<file path="src/rtl/branch_resolve_ctrl.sv">
// Branch resolution controller: keeps predicted branches in program order from
// dispatch to retire, checks branch-unit results against the prediction, raises
// a one-cycle flush/redirect on a mispredict (dropping every younger branch) and
// hands resolved branches to commit from the head of the queue.
module branch_resolve_ctrl #(
  parameter int DEPTH = 4,
  parameter int TAG_W = 2,
  parameter int PC_W  = 32
) (
  input  logic             CLK,
  input  logic             RST,
  input  logic             dispatch_valid,
  output logic             dispatch_ready,
  input  logic [PC_W-1:0]  dispatch_pc,
  input  logic             dispatch_pred_taken,
  input  logic [PC_W-1:0]  dispatch_pred_target,
  output logic [TAG_W-1:0] dispatch_tag,
  input  logic             resolve_valid,
  input  logic [TAG_W-1:0] resolve_tag,
  input  logic             resolve_taken,
  input  logic [PC_W-1:0]  resolve_target,
  output logic             commit_valid,
  output logic [TAG_W-1:0] commit_tag,
  input  logic             commit_ready,
  output logic             flush,
  output logic [TAG_W-1:0] flush_tag,
  output logic [PC_W-1:0]  redirect_pc,
  output logic [TAG_W:0]   outstanding,
  output logic [15:0]      mispredict_count
);

  localparam int PTR_W = TAG_W + 1;

  // Pointers carry one extra wrap bit so full and empty can be told apart.
  logic [PTR_W-1:0] head_q, tail_q;

  // Per-entry status (reset) and payload (not reset).
  logic             valid_q       [DEPTH];
  logic             resolved_q    [DEPTH];
  logic [PC_W-1:0]  pc_q          [DEPTH];
  logic             pred_taken_q  [DEPTH];
  logic [PC_W-1:0]  pred_target_q [DEPTH];

  logic             flush_q;
  logic [TAG_W-1:0] flush_tag_q;
  logic [PC_W-1:0]  redirect_q;
  logic [15:0]      mp_count_q;

  logic [TAG_W-1:0] head_idx, tail_idx, res_off;
  logic             full;
  logic             mispredict_now, res_accept;
  logic             do_dispatch, do_commit, do_mispredict;
  logic [PC_W-1:0]  correct_pc;

  assign head_idx = head_q[TAG_W-1:0];
  assign tail_idx = tail_q[TAG_W-1:0];
  assign full     = (head_idx == tail_idx) && (head_q[TAG_W] != tail_q[TAG_W]);

  // Comparison against the stored prediction; a not-taken branch only
  // mispredicts on direction, a taken one also on target.
  assign mispredict_now = (resolve_taken != pred_taken_q[resolve_tag]) ||
                          (resolve_taken && (resolve_target != pred_target_q[resolve_tag]));
  // Results for squashed, already-resolved or never-dispatched tags are dropped.
  assign res_accept     = resolve_valid && valid_q[resolve_tag] && !resolved_q[resolve_tag];
  assign do_mispredict  = res_accept && mispredict_now;
  assign correct_pc     = resolve_taken ? resolve_target : pc_q[resolve_tag] + PC_W'(4);
  // Age of the resolving branch relative to the head (0 = oldest).
  assign res_off        = resolve_tag - head_idx;

  // Dispatch is held off while a flush is pending or about to be raised, so
  // nothing can be written into a slot that the truncation is about to reuse.
  assign dispatch_ready = !full && !flush_q && !(resolve_valid && mispredict_now);
  assign dispatch_tag   = tail_idx;
  assign do_dispatch    = dispatch_valid && dispatch_ready;

  assign commit_valid   = valid_q[head_idx] && resolved_q[head_idx];
  assign commit_tag     = head_idx;
  assign do_commit      = commit_valid && commit_ready;

  assign outstanding      = tail_q - head_q;
  assign flush            = flush_q;
  assign flush_tag        = flush_tag_q;
  assign redirect_pc      = redirect_q;
  assign mispredict_count = mp_count_q;

  // Head advances on commit; tail advances on dispatch or is pulled back to
  // just past the mispredicted branch (truncation measured from the pre-commit head).
  always_ff @(posedge CLK or posedge RST) begin
    // NOTE: state registers use non-blocking assignments so every block sees
    // the pre-edge values regardless of evaluation order.
    if (RST) begin
      head_q <= '0;
      tail_q <= '0;
    end else begin
      if (do_commit) begin
        head_q <= head_q + PTR_W'(1);
      end
      if (do_mispredict) begin
        tail_q <= head_q + {1'b0, res_off} + PTR_W'(1);
      end else if (do_dispatch) begin
        tail_q <= tail_q + PTR_W'(1);
      end
    end
  end

  // Entry status: allocate on dispatch, mark on resolve, free on commit,
  // squash everything younger than a mispredicted branch.
  always_ff @(posedge CLK or posedge RST) begin
    if (RST) begin
      for (int i = 0; i < DEPTH; i++) begin
        valid_q[i]    <= 1'b0;
        resolved_q[i] <= 1'b0;
      end
    end else begin
      for (int i = 0; i < DEPTH; i++) begin
        if (do_dispatch && (tail_idx == TAG_W'(i))) begin
          valid_q[i]    <= 1'b1;
          resolved_q[i] <= 1'b0;
        end
        if (res_accept && (resolve_tag == TAG_W'(i))) begin
          resolved_q[i] <= 1'b1;
        end
        if (do_commit && (head_idx == TAG_W'(i))) begin
          valid_q[i] <= 1'b0;
        end
        if (do_mispredict && ((TAG_W'(i) - head_idx) > res_off)) begin
          valid_q[i] <= 1'b0;
        end
      end
    end
  end

  // Branch payload captured at dispatch.
  always_ff @(posedge CLK) begin
    // NOTE: payload storage has no reset; it is only read for entries whose
    // valid bit (which is reset) says it was written.
    if (do_dispatch) begin
      pc_q[tail_idx]          <= dispatch_pc;
      pred_taken_q[tail_idx]  <= dispatch_pred_taken;
      pred_target_q[tail_idx] <= dispatch_pred_target;
    end
  end

  // One-cycle flush pulse with redirect info, plus the saturating mispredict count.
  always_ff @(posedge CLK or posedge RST) begin
    if (RST) begin
      flush_q     <= 1'b0;
      flush_tag_q <= '0;
      redirect_q  <= '0;
      mp_count_q  <= '0;
    end else begin
      flush_q <= do_mispredict;
      if (do_mispredict) begin
        flush_tag_q <= resolve_tag;
        redirect_q  <= correct_pc;
        if (mp_count_q != 16'hFFFF) begin
          mp_count_q <= mp_count_q + 16'd1;
        end
      end
    end
  end

endmodule
</file>
<file path="config.mk">
export PLATFORM = sky130hd
export DESIGN_NAME = branch_resolve_ctrl
export DESIGN_NICKNAME = d
export VERILOG_FILES = /design/src/rtl/branch_resolve_ctrl.sv
export SDC_FILE = /design/constraint.sdc
export NUM_CORES = 1
export LEC_CHECK = 0
export ABC_AREA = 1
export BUFFER_PORTS_ARGS = -buffer_cell sky130_fd_sc_hd__buf_2
export CORE_MARGIN = 2
export CORE_UTILIZATION = 53
export DETAILED_ROUTE_END_ITERATION = 10
export GPL_TIMING_DRIVEN = 0
export PLACE_DENSITY = 0.87
export SYNTH_ARGS = -nofsm -noshare
export SYNTH_HDL_FRONTEND = slang
export SYNTH_SLANG_ARGS = --single-unit
</file>
<file path="constraint.sdc">
create_clock -name CLK -period 3.6 [get_ports CLK]
set_clock_uncertainty 0.2 [all_clocks]
set_input_delay 0.72 -clock CLK [delete_from_list [all_inputs] [get_ports CLK]]
set_output_delay 0.72 -clock CLK [all_outputs]
set_load 0.1 [all_outputs]
</file>
After elaboration in Yosys (flattened, before gate mapping):

Memories as Yosys holds them, arrays and structs flattened.
Index checks and enable logic that the tools add are counted.
W data, S select, Z words.

* bitwise logic cells: 2
* reductions and logical operators: 45
* magnitude comparators: 6
* eq/ne operators: 14
* muxes and demuxes: 37
* add/sub/neg operators: 12

Operators with widths (number)
* $add A32 B3 Y32 const B: 1
* $mux W32: 1
* $ne A32 B32 Y1: 1
* $mux W1: 30
* $logic_and A1 B1 Y1: 27
* $add A16 B1 Y16 const B: 1
* $ne A16 B16 Y1 const B: 1
* $eq A2 B2 Y1 const B: 6
* $reduce_bool A3 Y1: 4
* $reduce_bool A2 Y1: 5
* $add A3 B1 Y3 const B: 3
* $bmux W1 S2: 4
* $gt A2 B2 Y1: 4
* $eq A2 B1 Y1 const B: 3
* $ge A3 B3 Y1 const B: 2
* $logic_not A2 Y1: 3
* $mux W3: 2
* $not A2 Y3: 2
* $logic_not A1 Y1: 4
* $sub A1 B2 Y2 const A: 2
* $sub A2 B2 Y2 const A: 2
* $add A3 B2 Y3: 1
* $sub A3 B3 Y3: 1
* $eq A2 B2 Y1: 1
* other kinds (4): 5

* register bits: 65
* word-level logic and storage cells: 133
* input port bits: 105
* memory bits (writable): 260
* memories kept: 3

Memories
* pc_q: words 4, bits a word 32, rd ports 1, clocked after Yosys merged registers in 0, write ports 1, line 40 `logic [PC_W-1:0] pc_q [DEPTH];`
* pred_target_q: words 4, bits a word 32, rd ports 1, clocked after Yosys merged registers in 0, write ports 1, line 42 `logic [PC_W-1:0] pred_target_q [DEPTH];`
* pred_taken_q: words 4, bits a word 1, rd ports 1, clocked after Yosys merged registers in 0, write ports 1, line 41 `logic pred_taken_q [DEPTH];`

Logic depth before layout (Yosys ltp):

Gate-level depths: netlist (run 1).
An unclocked memory read counts as a cell.

* depth in word-level cells: 12
* mapped depth: 22
* mapped depth without buffers: 19

Worst setup path before layout (run 1):

Ideal clock, no wire load.

* kind: input port to flip-flop
* from: input resolve_tag[1]
* to: memory pc_q[0][0], enable pin
* data arrival time: 3.345 ns
* slack: -0.363 ns
* cell stages on the path: 15
* path buffers: 2
* data required time: 2.981 ns
* library setup time: 0.419 ns
* path through: buf_6 -> nand2_4 -> buf_4 -> nor2_1 -> a21oi_1 -> nand2_1 -> nand2_1 -> nand3_1 -> nor2_1 -> nand3_1 -> nor2_1 -> nand2_1 -> nand3_1 -> nand4_1 -> inv_1

* cells in the longest elaborated chain, start to end: 10
* elaborated cells between the ends (all ways): 12

RTL lines
* from (decl): line 19 `input logic [TAG_W-1:0] resolve_tag,`
* $mem_v2 Z4 W32
* $ne A32 B32 Y1: line 62 `(resolve_taken && (resolve_target != pred_target_q[resolve_tag]));`
* $logic_and A1 B1 Y1: line 62
* $logic_or A1 B1 Y1 (*): line 61 `assign mispredict_now = (resolve_taken != pred_taken_q[resolve_tag]) ||`
* $logic_and A1 B1 Y1 (*): line 72 `assign dispatch_ready = !full && !flush_q && !(resolve_valid && mispredict_now);`
* $logic_not A1 Y1 (*): line 72
* $logic_and A1 B1 Y1 (*): line 72
* $logic_and A1 B1 Y1 (*): line 74 `assign do_dispatch = dispatch_valid && dispatch_ready;`
* $mux W1 (*): line 137 `if (do_dispatch) begin`
* $mux W1 (not written as such) (*): line 138 `pc_q[tail_idx] <= dispatch_pc;`
* to (decl): line 40

Every way passes the cells marked *; elsewhere a longest branch is shown, timed or not.

Worst setup path after layout (run 1):

* from: input resolve_tag[0]
* to: output dispatch_ready

* cells in the longest elaborated chain, start to end: 7
* elaborated cells between the ends (all ways): 9

RTL lines
* $mem_v2 Z4 W32
* $ne A32 B32 Y1: line 62
* $logic_and A1 B1 Y1: line 62
* $logic_or A1 B1 Y1 (*): line 61
* $logic_and A1 B1 Y1 (*): line 72
* $logic_not A1 Y1 (*): line 72
* $logic_and A1 B1 Y1 (*): line 72
* to (decl): line 13 `output logic dispatch_ready,`

Marked as above.

==> results of run 1 <==
## worst paths after layout
check | start | to | slack, ps | cells past startpoint
setup / recovery | resolve_tag[0] | dispatch_ready | -90 | 17
hold / removal | RST | tail_q[0]$_DFFE_PP0P_ | 60 | 2
setup reg to reg | head_q[1]$_DFFE_PP0P_ | pred_target_q[1][28]$_DFFE_PP_ | 460 | 6
hold reg to reg | redirect_pc[1]$_DFFE_PP0P_ | redirect_pc[1]$_DFFE_PP0P_ | 290 | 2
max in group asynchronous | RST | redirect_pc[30]$_DFFE_PP0P_ | 2490 | 3
min in group CLK | dispatch_pred_target[31] | pred_target_q[2][31]$_DFFE_PP_ | 220 | 1
## kinds of logic after synthesis
kind of cell / Yosys count / share of synthesized area [%]
simple gates: 817 / 22.6
compound gates: 116 / 4.95
fa+ha+maj: 23 / 2.12
buf+inv: 159 / 5.34
xor+xnor: 34 / 1.98
flops: 325 / 62.8
mux: 2 / 0.133
## synthesized netlist by cell type, drive strengths merged
cell type  instances  area share [%]
xor2              27             1.6
fa                 4            0.53
nor3b              1           0.050
nand3b            17            0.88
nor3               7            0.27
dfrtp             65              11
o21a               1           0.058
o21ai             38             1.3
a21o               2            0.10
o211ai            12            0.60
inv              104             2.6
a22o               2            0.12
mux2i              2            0.13
o2111ai            1            0.10
nand3             88             3.0
nand4             15            0.63
nor2             101             2.9
buf               47             2.5
nor4               3            0.13
or2                6            0.25
nand2b             1           0.042
o21bai             1           0.075
clkinv             1           0.025
a22oi             25             1.3
o221ai             1           0.058
a21oi             21            0.70
o22ai              4            0.17
xnor2              7            0.41
nand2            578              15
ha                19             1.6
clkbuf             7            0.18
o31ai              5            0.25
a221oi             2            0.12
a31oi              1           0.042
edfxtp           260              52
## per-stage QoR
step,setup WS (ps),cells,setup TNS (ps),power (mW),hold slack [ps]
after detailed placement,-928,2025,-169180,9.80,264
after CTS,13.4,2095,0,13.2,69.8
after floorplan,37.1,1476,0,8.64,242
after global routing,-161,2101,-161,13.8,116
final,-93.6,2101,-93.6,13.3,61.6
after global placement,-1540,2018,-396690,9.61,258
## power by group
group          internal [mW]  switching (mW)
logic                  0.981            3.73
clock network           2.02            1.40
registers               4.79           0.397
## what timing repair did
item | CTS | global route
buffers inserted | 7 | 4
endpoints found under the setup margin | 231 | 231
endpoints found under the hold margin | 0 | 0
pin swaps | 3 | 1
gates cloned | 2 | 0
gates resized for setup | 36 | 10
## sequential cells by signal (all words and copies together), names as in the netlist
name,count
flush,1
flush_tag,2
head_q,3
mispredict_count,16
pc_q,128
pred_taken_q,4
pred_target_q,128
redirect_pc,32
resolved_q,4
tail_q,3
valid_q,4
## area by class of cell
type | count | area share [%]
Inverter | 105 | 2.35
Antenna cell | 2 | 0.0281
Clock inverter | 14 | 0.710
Tap cell | 378 | 2.66
Clock buffer | 47 | 5.40
Timing Repair Buffer | 182 | 5.96
Buffer | 54 | 2.70
Sequential cell | 325 | 53.0
Timing Repair inverter | 2 | 0.0843
Multi-Input combinational cell | 992 | 27.1
## worst max-delay path, stage by stage
cell and delay, ps:
buf_4 140, buf_12 150, inv_6 110, buf_8 150, nand2_1 60, nand2_1 80
nand2_1 80, nand3_1 100, nand4_1 120, nor2_1 230, nand3_2 130, nor2_1 120
nand2_2 120, nand3_4 100, nand2_1 80, inv_2 100, buf_12 170
## layer usage
metal	up-vias	track usage [%]	wire, microns
met5	-	0	0
met2	788	45.8	19700
met4	0	12.8	1900
met3	152	5.08	4730
li1	5367	-	-
met1	5768	37.5	15700
==> impl_metrics.ini, run 1 <==
[finish]
seq_area_sq_um = 9430
fin_nets = 1824
fillers = 2037
area_growth_pct = 18.6
final_cell_area_sq_um = 17800
final_cell_mix = nand2_1, edfxtp_1, buf_2, inv_1, nor2_1
multiInputGateArea_sq_um = 4830
mostFrequentLayoutCell = nand2_1
fin_util_pct = 63.9
drive_gt1_share_pct = 19.1

[global_routing]
antenna_found_initial = 2
grt_usage_pct = 28.3
grt_max_degree = 43
grt_overflow = 0
grt_pass1_vias = 11454
grt_pass1_wl_microns = 62600

[setup_path]
arrival_ps = 2770
worst_setup_path_end_kind = primary output
crit_path_start_kind = input pin
critical_path_required_ps = 2680
cp_max_fo = 11
crit_type = in2out

[drt]
finalWirelength_microns = 42100
vias = 12075
dr.first_iter.drc_count = 1556
final_antenna_net_count = 0
wl_per_cell_microns = 20.0
viasPerCell = 5.75
drtPass1Iterations = 6
drc_errors = 0

[sta]
final.setup.worst_slack_ps = -93.6
hold_violations = 0
fin_crit_sh_pct = 103
finalCriticalPeriod_ps = 3690
slew_headroom_pct = 60.9
drv_slew = 0
timing.fmax_mhz = 271
rsz0062_at_grt = yes
setup_viol = 1
tightest_slew_ps = 587

[placement]
hpwlAfterDp_microns = 29300
post_dp_cell_area_sq_um = 16500
gp_congestion = 0.954
io_buffers = 164

[cts]
clk_pin_slew_ps = 60
cts_tree = built
ctsHtreeMaxLevel = 2
cts_root_buf = clkbuf_16
clk_latency_ps = 510
cts_buffer_depth = 3
cts_hold_buf = 0
cts_sinks = 325
numCtsBuffers = 34

[run_status]
violations = negative setup slack
outcome = complete, but fails checks

[synth]
synth_cells = 1476
synth_cell_types = 50
seq_area_frac_synth_pct = 62.8
postSynthAreaPerCell_sq_um = 10.2
yosys_register_bits = 325
syn_area_sq_um = 15000
yosysWarnings = 0
syn-num-nets = 1604

[die]
ios = 165
start_util_pct = 53.9
dieArea_sq_um = 29700
core_area_sq_um = 27900
die_w_microns = 172
die_h_microns = 172
rows = 61

[min_path]
hp-class = in2async

[power]
leakagePower_nw = 7.63
p_per_area_nw_per_um2 = 748
irDropWorstVdd_uv = 870

[job]
maxCapViolCount = 0
(Power assumes the default switching activity.)
==> run 2, diff against run 1 <==
--- a/config.mk
+++ b/config.mk
@@ -8,10 +8,10 @@
 export ABC_AREA = 1
 export BUFFER_PORTS_ARGS = -buffer_cell sky130_fd_sc_hd__buf_2
 export CORE_MARGIN = 2
-export CORE_UTILIZATION = 53
+export CORE_UTILIZATION = 50
 export DETAILED_ROUTE_END_ITERATION = 10
 export GPL_TIMING_DRIVEN = 0
-export PLACE_DENSITY = 0.87
+export PLACE_DENSITY = 0.83
 export SYNTH_ARGS = -nofsm -noshare
 export SYNTH_HDL_FRONTEND = slang
 export SYNTH_SLANG_ARGS = --single-unit
==> run 2 against run 1 <==
Effect of this change: the run now ends clean; clock power increased by 2%; via count down 0.28%; first-iteration DRC count fell by 6.2%; sequential share of layout area is 1.2 points lower; sequential power barely moved.
==> impl_metrics.ini, run 2 (synthesis results as in run 1) <==
[cts]
cts_tree = built
cts_buffer_depth = 3
numCtsBuffers = 34
clk_latency_ps = 520
ctsHtreeMaxLevel = 2
cts_sinks = 325
clk_pin_slew_ps = 70
cts_root_buf = clkbuf_16

[global_routing]
grt_pass1_wl_microns = 63700
grt_max_degree = 66
grt_usage_pct = 26.9
grt_overflow = 0
antenna_found_initial = 4
grt_pass1_vias = 11266

[setup_path]
critical_path_required_ps = 2680
arrival_ps = 2670
crit_path_start_kind = input pin
cp_max_fo = 6
worst_setup_path_end_kind = primary output
r2r_start = head_q[1]$_DFFE_PP0P_
crit_start = resolve_tag[0]
crit_type = in2out

[finish]
final_cell_mix = nand2_1, edfxtp_1, buf_2, inv_1
drive_gt1_share_pct = 21.4
fillers = 2296
fin_nets = 1841
mostFrequentLayoutCell = nand2_1
fin_util_pct = 61.5
area_growth_pct = 21.4
final_cell_area_sq_um = 18200

[min_path]
hp-class = in2async

[placement]
pre_cts_slack_ps = -957
gp_congestion = 0.956
post_dp_cell_area_sq_um = 16400
io_buffers = 164
hpwlAfterDp_microns = 28900

[power]
leakagePower_nw = 7.80
p_per_area_nw_per_um2 = 739
irDropWorstVdd_uv = 704

[sta]
fin_crit_sh_pct = 99.7
final.setup.worst_slack_ps = 12.2
tightest_slew_ps = 861
finalCriticalPeriod_ps = 3590
slew_headroom_pct = 42.6
setup_viol = 0
hold_violations = 0
drv_slew = 0
timing.fmax_mhz = 279

[drt]
final_antenna_net_count = 0
wl_per_cell_microns = 20.5
finalWirelength_microns = 43600
drc_errors = 0
viasPerCell = 5.65
dr.first_iter.drc_count = 1460
drtPass1Iterations = 5
vias = 12041

[run_status]
outcome = completed

[die]
die_w_microns = 177
dieArea_sq_um = 31400
die_h_microns = 177
core_area_sq_um = 29600
ios = 165
start_util_pct = 50.7
rows = 63

[job]
maxCapViolCount = 0
## run 2: cell count changes in the layout (fill, tap and decap cells not counted), moves of 5 or more
cell	change
nand2_1	-17
nand2_2	+16
clkbuf_16	+7
buf_4	+6
nor2_1	-5
## run 2: layout make-up
cell class	instances	area, sq um	share of cell area (%)
diodes	3	7.51	0.0412
plain buffers	54	532	2.92
clock buffers	45	976	5.36
clock inverters	17	131	0.721
inverters	105	440	2.42
multi-input cells	992	4910	26.9
flip-flops and latches	325	9430	51.8
well taps	390	488	2.68
repair buffers	197	1270	6.98
repair inverters	4	30.0	0.165
## run 2: where the power goes
part | internal, mW | switching, mW
registers | 4.79 | 0.413
logic | 1.01 | 3.76
clock network | 2.00 | 1.48
## run 2: timing repair
| action | CTS | global route |
|---|---|---|
| hold buffers | 0 | 0 |
| setup endpoints to repair | 261 | 86 |
| gates resized for setup | 14 | 89 |
| pin swaps | 2 | 14 |
| cloned | 4 | 5 |
| buffers inserted | 10 | 14 |
| endpoints found under the hold margin | 0 | 0 |
## run 2: final timing paths
check                                               to  slack [ps]  cells after the start
max in group asynchronous  redirect_pc[24]$_DFFE_PP0P_        2460                      2
min reg2reg                  resolved_q[1]$_DFFE_PP0P_         280                      2
max reg2reg                       pc_q[1][1]$_DFFE_PP_         340                      6
max                                     dispatch_ready          10                     17
min                              tail_q[1]$_DFFE_PP0P_         170                      2
min in group CLK                  pc_q[2][1]$_DFFE_PP_         210                      1
## run 2: worst max-delay path: stages
cell and delay, ps:
buf_6 120, buf_12 150, buf_12 140, nand2_2 170
nor2_1 90, a21oi_2 150, nand3_1 100, nand2_1 120
nand2_1 70, nor2_1 110, nand2_1 90, nor2_2 100
nand2_2 110, nand3_4 100, nand2_2 60, inv_2 80
buf_12 170
## run 2: routing by layer
metal	wire [microns]	vias to the layer above	global-route usage, %
met2	20000	791	42.4
met5	10	-	0
li1	-	5420	-
met4	1870	2	10.8
met3	4750	135	4.98
met1	17000	5693	37.1
## run 2: metrics by stage
stage	hold slack, ps	setup TNS, ps	cells	total power [mW]
3_3_place_gp	256	-420240	2030	9.65
5_1_grt	207	-54.0	2132	13.9
6_report	169	0	2132	13.5
3_5_place_dp	270	-215770	2034	9.77
4_1_cts	208	-170	2110	13.3
2_1_floorplan	242	0	1476	8.64
